File: src/rtl/ibex_mem_arbiter.sv
// ibex_mem_arbiter
// Shares one ibex-protocol memory port between the instruction-fetch host and
// the data host. The selection is held from request to grant. An in-order ID
// FIFO records which host owns each outstanding transaction, and responses are
// routed back to that host.
//
// Optional build macro: IBEX_MEM_ARB_PERF_EN adds saturating conflict/stall
// performance counters (perf_conflict_o, perf_stall_o).

module ibex_mem_arbiter #(
   parameter int unsigned MaxOutstanding = 2,
   parameter bit          RoundRobin     = 1'b1
) (
   input  logic        clk_i,
   input  logic        rst_i,
   input  logic        instr_req_i,
   output logic        instr_gnt_o,
   output logic        instr_rvalid_o,
   input  logic [31:0] instr_addr_i,
   output logic [31:0] instr_rdata_o,
   output logic        instr_err_o,
   input  logic        data_req_i,
   output logic        data_gnt_o,
   output logic        data_rvalid_o,
   input  logic        data_we_i,
   input  logic [3:0]  data_be_i,
   input  logic [31:0] data_addr_i,
   input  logic [31:0] data_wdata_i,
   output logic [31:0] data_rdata_o,
   output logic        data_err_o,
   output logic        mem_req_o,
   input  logic        mem_gnt_i,
   input  logic        mem_rvalid_i,
   output logic        mem_we_o,
   output logic [3:0]  mem_be_o,
   output logic [31:0] mem_addr_o,
   output logic [31:0] mem_wdata_o,
   input  logic [31:0] mem_rdata_i,
   input  logic        mem_err_i,
`ifdef IBEX_MEM_ARB_PERF_EN
   output logic [31:0] perf_conflict_o,
   output logic [31:0] perf_stall_o,
`endif
   output logic        unexp_rsp_o
);

   localparam int unsigned     PtrW    = (MaxOutstanding > 1) ? $clog2(MaxOutstanding) : 1;
   localparam int unsigned     CntW    = $clog2(MaxOutstanding + 1);
   localparam logic [CntW-1:0] CntMax  = CntW'(MaxOutstanding);
   localparam logic [PtrW-1:0] PtrLast = PtrW'(MaxOutstanding - 1);

   typedef enum logic [0:0] {
      StIdle   = 1'b0,
      StLocked = 1'b1
   } state_e;

   state_e                    state_q, state_d;
   logic                      lock_data_q, lock_data_d;   // locked host, 1 = data
   logic                      rr_data_q, rr_data_d;       // round-robin favours data when 1
   logic [MaxOutstanding-1:0] id_fifo_q, id_fifo_d;       // per-entry owner, 1 = data
   logic [PtrW-1:0]           wr_ptr_q, wr_ptr_d;
   logic [PtrW-1:0]           rd_ptr_q, rd_ptr_d;
   logic [CntW-1:0]           count_q, count_d;
   logic                      unexp_q, unexp_d;

   logic sel_data;
   logic sel_req;
   logic not_full;
   logic fifo_empty;
   logic handshake;
   logic rsp_valid;
   logic head_data;

   // Host selection: the lock wins, otherwise the sole requester or the arbitration winner.
   always_comb begin
      sel_data = 1'b0;
      if (state_q == StLocked) begin
         sel_data = lock_data_q;
      end else if (instr_req_i && data_req_i) begin
         sel_data = RoundRobin ? rr_data_q : 1'b1;
      end else if (data_req_i) begin
         sel_data = 1'b1;
      end else begin
         sel_data = 1'b0;
      end
   end

   // The full check uses the registered count, so a same-cycle pop cannot unblock a request.
   assign sel_req    = sel_data ? data_req_i : instr_req_i;
   assign not_full   = (count_q < CntMax);
   assign fifo_empty = (count_q == {CntW{1'b0}});
   assign mem_req_o  = ~rst_i & sel_req & not_full;
   assign handshake  = mem_req_o & mem_gnt_i;

   assign instr_gnt_o = handshake & ~sel_data;
   assign data_gnt_o  = handshake & sel_data;

   // Responses go to the host that owns the FIFO head. A response with nothing outstanding is dropped.
   assign head_data      = id_fifo_q[rd_ptr_q];
   assign rsp_valid      = mem_rvalid_i & ~fifo_empty;
   assign instr_rvalid_o = rsp_valid & ~head_data;
   assign data_rvalid_o  = rsp_valid & head_data;
   assign instr_err_o    = instr_rvalid_o & mem_err_i;
   assign data_err_o     = data_rvalid_o & mem_err_i;
   assign instr_rdata_o  = mem_rdata_i;
   assign data_rdata_o   = mem_rdata_i;
   assign unexp_rsp_o    = unexp_q;

   // Request mux: fetches are always full-word reads.
   always_comb begin
      mem_addr_o  = instr_addr_i;
      mem_we_o    = 1'b0;
      mem_be_o    = 4'hF;
      mem_wdata_o = 32'h0000_0000;
      if (sel_data) begin
         mem_addr_o  = data_addr_i;
         mem_we_o    = data_we_i;
         mem_be_o    = data_be_i;
         mem_wdata_o = data_wdata_i;
      end else begin
         mem_addr_o  = instr_addr_i;
         mem_we_o    = 1'b0;
         mem_be_o    = 4'hF;
         mem_wdata_o = 32'h0000_0000;
      end
   end

   // FSM next state: lock onto a stalled request and release the lock on its handshake.
   always_comb begin
      state_d     = state_q;
      lock_data_d = lock_data_q;
      rr_data_d   = rr_data_q;
      case (state_q)
         StIdle: begin
            if (mem_req_o && !mem_gnt_i) begin
               state_d     = StLocked;
               lock_data_d = sel_data;
            end else begin
               state_d = StIdle;
            end
         end
         StLocked: begin
            if (handshake) begin
               state_d = StIdle;
            end else begin
               state_d = StLocked;
            end
         end
         default: begin
            state_d = StIdle;
         end
      endcase
      if (handshake && RoundRobin) begin
         rr_data_d = ~sel_data;
      end else begin
         rr_data_d = rr_data_q;
      end
   end

   // ID FIFO bookkeeping: push the owner on a handshake and pop on a valid response.
   always_comb begin
      id_fifo_d = id_fifo_q;
      wr_ptr_d  = wr_ptr_q;
      rd_ptr_d  = rd_ptr_q;
      count_d   = count_q;
      unexp_d   = unexp_q;
      if (handshake) begin
         id_fifo_d[wr_ptr_q] = sel_data;
         wr_ptr_d = (wr_ptr_q == PtrLast) ? {PtrW{1'b0}} : wr_ptr_q + PtrW'(1);
      end else begin
         wr_ptr_d = wr_ptr_q;
      end
      if (rsp_valid) begin
         rd_ptr_d = (rd_ptr_q == PtrLast) ? {PtrW{1'b0}} : rd_ptr_q + PtrW'(1);
      end else begin
         rd_ptr_d = rd_ptr_q;
      end
      case ({handshake, rsp_valid})
         2'b10:   count_d = count_q + CntW'(1);
         2'b01:   count_d = count_q - CntW'(1);
         default: count_d = count_q;
      endcase
      if (mem_rvalid_i && fifo_empty) begin
         unexp_d = 1'b1;
      end else begin
         unexp_d = unexp_q;
      end
   end

   // State registers. Reset empties the FIFO, unlocks, and favours data.
   always_ff @(posedge clk_i or posedge rst_i) begin
      if (rst_i) begin
         state_q     <= StIdle;
         lock_data_q <= 1'b0;
         rr_data_q   <= 1'b1;
         id_fifo_q   <= {MaxOutstanding{1'b0}};
         wr_ptr_q    <= {PtrW{1'b0}};
         rd_ptr_q    <= {PtrW{1'b0}};
         count_q     <= {CntW{1'b0}};
         unexp_q     <= 1'b0;
      end else begin
         state_q     <= state_d;
         lock_data_q <= lock_data_d;
         rr_data_q   <= rr_data_d;
         id_fifo_q   <= id_fifo_d;
         wr_ptr_q    <= wr_ptr_d;
         rd_ptr_q    <= rd_ptr_d;
         count_q     <= count_d;
         unexp_q     <= unexp_d;
      end
   end

`ifdef IBEX_MEM_ARB_PERF_EN
   logic [31:0] perf_conflict_q;
   logic [31:0] perf_stall_q;

   // Saturating counters for host conflicts and device stalls.
   always_ff @(posedge clk_i or posedge rst_i) begin
      if (rst_i) begin
         perf_conflict_q <= 32'h0000_0000;
         perf_stall_q    <= 32'h0000_0000;
      end else begin
         if (instr_req_i && data_req_i && (perf_conflict_q != 32'hFFFF_FFFF)) begin
            perf_conflict_q <= perf_conflict_q + 32'd1;
         end
         if (mem_req_o && !mem_gnt_i && (perf_stall_q != 32'hFFFF_FFFF)) begin
            perf_stall_q <= perf_stall_q + 32'd1;
         end
      end
   end

   assign perf_conflict_o = perf_conflict_q;
   assign perf_stall_o    = perf_stall_q;
`endif

endmodule

File: config.mk
export PLATFORM = sky130hd
export DESIGN_NAME = ibex_mem_arbiter
export DESIGN_NICKNAME = d
export VERILOG_FILES = /design/src/rtl/ibex_mem_arbiter.sv
export SDC_FILE = /design/constraint.sdc
export NUM_CORES = 1
export LEC_CHECK = 0
export BUFFER_PORTS_ARGS = -buffer_cell sky130_fd_sc_hd__buf_2
export CAP_MARGIN = 0
export CORE_AREA = 2 2 110 112
export DETAILED_ROUTE_END_ITERATION = 16
export DIE_AREA = 0 0 112 114
export SLEW_MARGIN = 40
export SYNTH_ARGS = -nofsm -noshare
export SYNTH_HDL_FRONTEND = slang
export SYNTH_SLANG_ARGS = --single-unit
File: constraint.sdc
create_clock -name clk_i -period 2.1 [get_ports clk_i]
set_input_delay 0.21 -clock clk_i [delete_from_list [all_inputs] [get_ports clk_i]]
set_output_delay 0.21 -clock clk_i [all_outputs]
set_load 0.05 [all_outputs]
==> impl_summary.md <==
Clock tree
CTS built an H-tree with a depth of 1. The clock reaches the later pin of the worst-skew pair after 0.24 ns. For this design, the sink count on the clock tree is 10. The clock tree from TritonCTS is done. The total clock buffers created by CTS is 3. The tree is rooted in a clkbuf_16. The number of buffers on the longest clock path is 2. The register clock-pin slew on the reported worst setup and hold paths is 0.04 ns.

STA
The minimum clock period after layout is 2.13 ns. The transition time of the tightest slew-check pin is 0.593 ns. Headroom to the max-slew limit came out at 59.7%.

The max-slew violation total from the final report is 0. Dividing the final minimum period by the clock period gives 101%. The worst path setup slack after routing is -0.0265 ns.

The maximum clock frequency is 470 MHz. The hold violation count in the final report is 0. Setup violations remaining at the end of the flow were counted as 1.

Setup repair after global routing could not meet its margin everywhere. The worst setup skew after layout is 0.00425 ns.

Logic synthesis
For this run, asynchronously set or reset flops after synthesis account for 100%. The sequential area share after synthesis is 14.6%. The number of warnings issued by yosys is 0. The number of distinct library cells after synthesis is 31. The number of nets produced by synthesis is 338. The synthesis-stage register bit count is 10.

The synthesized area per cell is 8.75 µm². The gate count of the mapped netlist is 197. The synthesized design contains 0 enable-type register cells.

After synthesis the cells add up to 0.00172 mm². The commonest register cell after synthesis is dfrtp_1.

Global routing
For this run the aggregate overflow at the end of global routing stands at 0. The first-pass GRT wire length is 9380 µm. Entering global routing, the biggest net connects 20 pins. Global routing used 9.47% of the available tracks. The initial antenna violation count was 0. The number of global-route vias before repair is 1797.

Route
The total wirelength of the detailed-routed design is 6990 µm. The via density per instance is 3.82. The number of nets with antenna violations after detailed routing is 0. The detailed router finished its first iteration with 66 violations. The average wire length per cell after detail routing is 14.8 µm. The number of design rule violations left after detail routing is 0. For this run, the detailed router's first-pass iteration total came to 4. The detailed-route via count is 1807.

Place
The instance area at placement is 0.00238 mm². The worst slack at placement is 0.164 ns. The placer congestion estimate is 0.741.

The count of input and output buffers is 184. The wire-length estimate of the detail-placed layout is 5230 µm.

Setup path
The master of the slowest instance on the critical path is dfstp_2. The delay contributed by the slowest stage of the critical path is 0.53 ns. The critical path class is reg2out. The worst flop-to-flop path startpoint is lock_data_q. The highest net fanout along the worst path is 18. The data arrival time of the critical path is 1.92 ns.

In this design, the largest share of critical-path delay is due to buffers and inverters. Measured in cells, the most critical reg-to-reg path has a length of 6. The number of buffers and inverters on the critical path is 3.

The critical path goes through nor2b_2 > o31ai_4 > buf_6 > bufbuf_16 > mux2_4 > buf_6. Counting buffers and inverters, the worst setup path is 6 cells deep. The cell that appears most often on the critical path is buf_6. Tracing the worst setup path back leads to its startpoint at rr_data_q.

The element type at the critical path end is a primary output. The launching element type of the critical path is a flip-flop. The data required time at the worst endpoint is 1.89 ns.

Run
The tool flagged a number of max-cap violations equal to 0.

Die
The top-level I/O count is 281. The die footprint is 0.0128 mm². The starting density of the core is 14.7%. The die is 112 µm wide. In this run the vertical extent of the chip is 114 µm. The number of placement rows is 40. The core region is 0.0117 mm².

Cells and area
The share of cells above drive strength 1 is 73.6%. The area of combinational cells with multiple inputs is 0.00102 mm². Registers take 251 µm². The filler cell count is 1274. The repair_antennas step left the layout with diodes totalling 0. The area overhead of the layout relative to synthesis is 75.1%.

The total non-filler cell area in the finished layout is 0.00302 mm². At the end of the flow, the number of nets in the layout was 468.

Pwr
The power density normalized to cell area is 1770 mW/mm². For this design the static power due to leakage is 1.55 nW. IR analysis of the VDD net gives a maximum drop of 721 µV. The overall power of the completed layout is 5.35 mW.

Run status
The checks that failed: negative setup slack. The flow ran to the end, but the final reports show violations.

Worst hold path
In this run the worst hold path is classified as in2reg. The worst hold path was traced through 2 stages. The worst hold path begins at mem_rvalid_i.
[cell usage in the layout, fill, tap and decap left out, drive strengths merged, types with 2 or more instances in the layout]
cell type	netlist	routed
nand2	3	3
nor2	4	4
mux2i	3	3
a2111oi	4	4
clkbuf	2	13
or2	2	2
dfrtp	9	9
nand2b	5	5
xnor2	3	3
nor2b	2	2
and2	34	34
buf	71	187
xor2	2	2
inv	6	6
o21ai	3	3
mux2	34	34
[cell families (layout without fill, tap and decap cells)]
logic type | Yosys count | count (layout) | synth area share [%]
buffers and inverters | 79 | 208 | 32.7
muxes | 37 | 37 | 24.2
adders and majority gates | 1 | 1 | 0.726
and+or+nand+nor | 53 | 53 | 18.3
xor gates and xnor gates | 5 | 5 | 2.54
DFF | 10 | 10 | 14.6
AOI/OAI and AO/OA | 12 | 12 | 7.04
[cell usage after synthesis (all sizes together) (2+ instances only)]
library cell   n  area, µm²
mux2i          3       33.8
clkbuf         2       10.0
or2            2       12.5
and2          34        213
nand2b         5       31.3
nor2b          2       12.5
xnor2          3       26.3
inv            6       22.5
o21ai          3       15.0
xor2           2       17.5
buf           71        531
nand2          3       11.3
mux2          34        383
a2111oi        4       72.6
nor2           4       15.0
dfrtp          9        225
[cell type report]
cell class	instances	area share [%]
repair buffers	198	48.1
well taps	147	6.09
inverters	6	0.746
clock buffers	4	2.94
multi-input cells	108	33.8
flip-flops and latches	10	8.33
[metal layers]
layer | vias to the layer above | share of wire (%) | global-route usage [%]
li1 | 841 | - | -
met1 | 827 | 35 | 9.90
met2 | 120 | 54 | 18.4
met3 | 19 | 8.7 | 2.07
met4 | 0 | 2.2 | 3.66
met5 | - | 0 | 0
[power by group]
group / internal (mW) / switching (mW) / total, mW
Clock: 0.287 / 0.0940 / 0.381
Combinational: 1.84 / 2.76 / 4.60
Sequential: 0.290 / 0.0840 / 0.374
[stage by stage]
| stage | std cells | setup TNS (ns) | hold WS, ns | util, % |
|---|---|---|---|---|
| after detailed placement | 460 | 0 | 0.236 | 20.3 |
| final | 473 | -0.0265 | 0.187 | 25.8 |
| after global routing | 473 | -0.535 | 0.208 | 25.8 |
| after global placement | 460 | 0 | 0.224 | 20.3 |
| after CTS | 471 | -0.0806 | 0.191 | 23.8 |
| after floorplan | 197 | 0 | 0.0495 | - |
[state kept, by name (all words and copies together) (netlist names), named ones only]
signal	cells
lock_data_q	1
rd_ptr_q	1
unexp_rsp_o	1
id_fifo_q	2
count_q	2
rr_data_q	1
wr_ptr_q	1
[worst paths after layout]
kind	slack (ns)	end
max	-0.03	mem_addr_o[9]
min	0.19	unexp_rsp_o
max reg2reg	0.18	count_q[1]
min reg2reg	0.46	unexp_rsp_o
max in group asynchronous	1.24	rr_data_q
min in group asynchronous	0.53	count_q[0]
[repair_timing]
item,in CTS,in global routing
resized for setup,67,66
endpoints found under the hold margin,9,0
hold buffers,1,0
setup endpoints to repair,33,56
cloned,3,1
setup buffers,3,1
(Power assumes the default switching activity.)
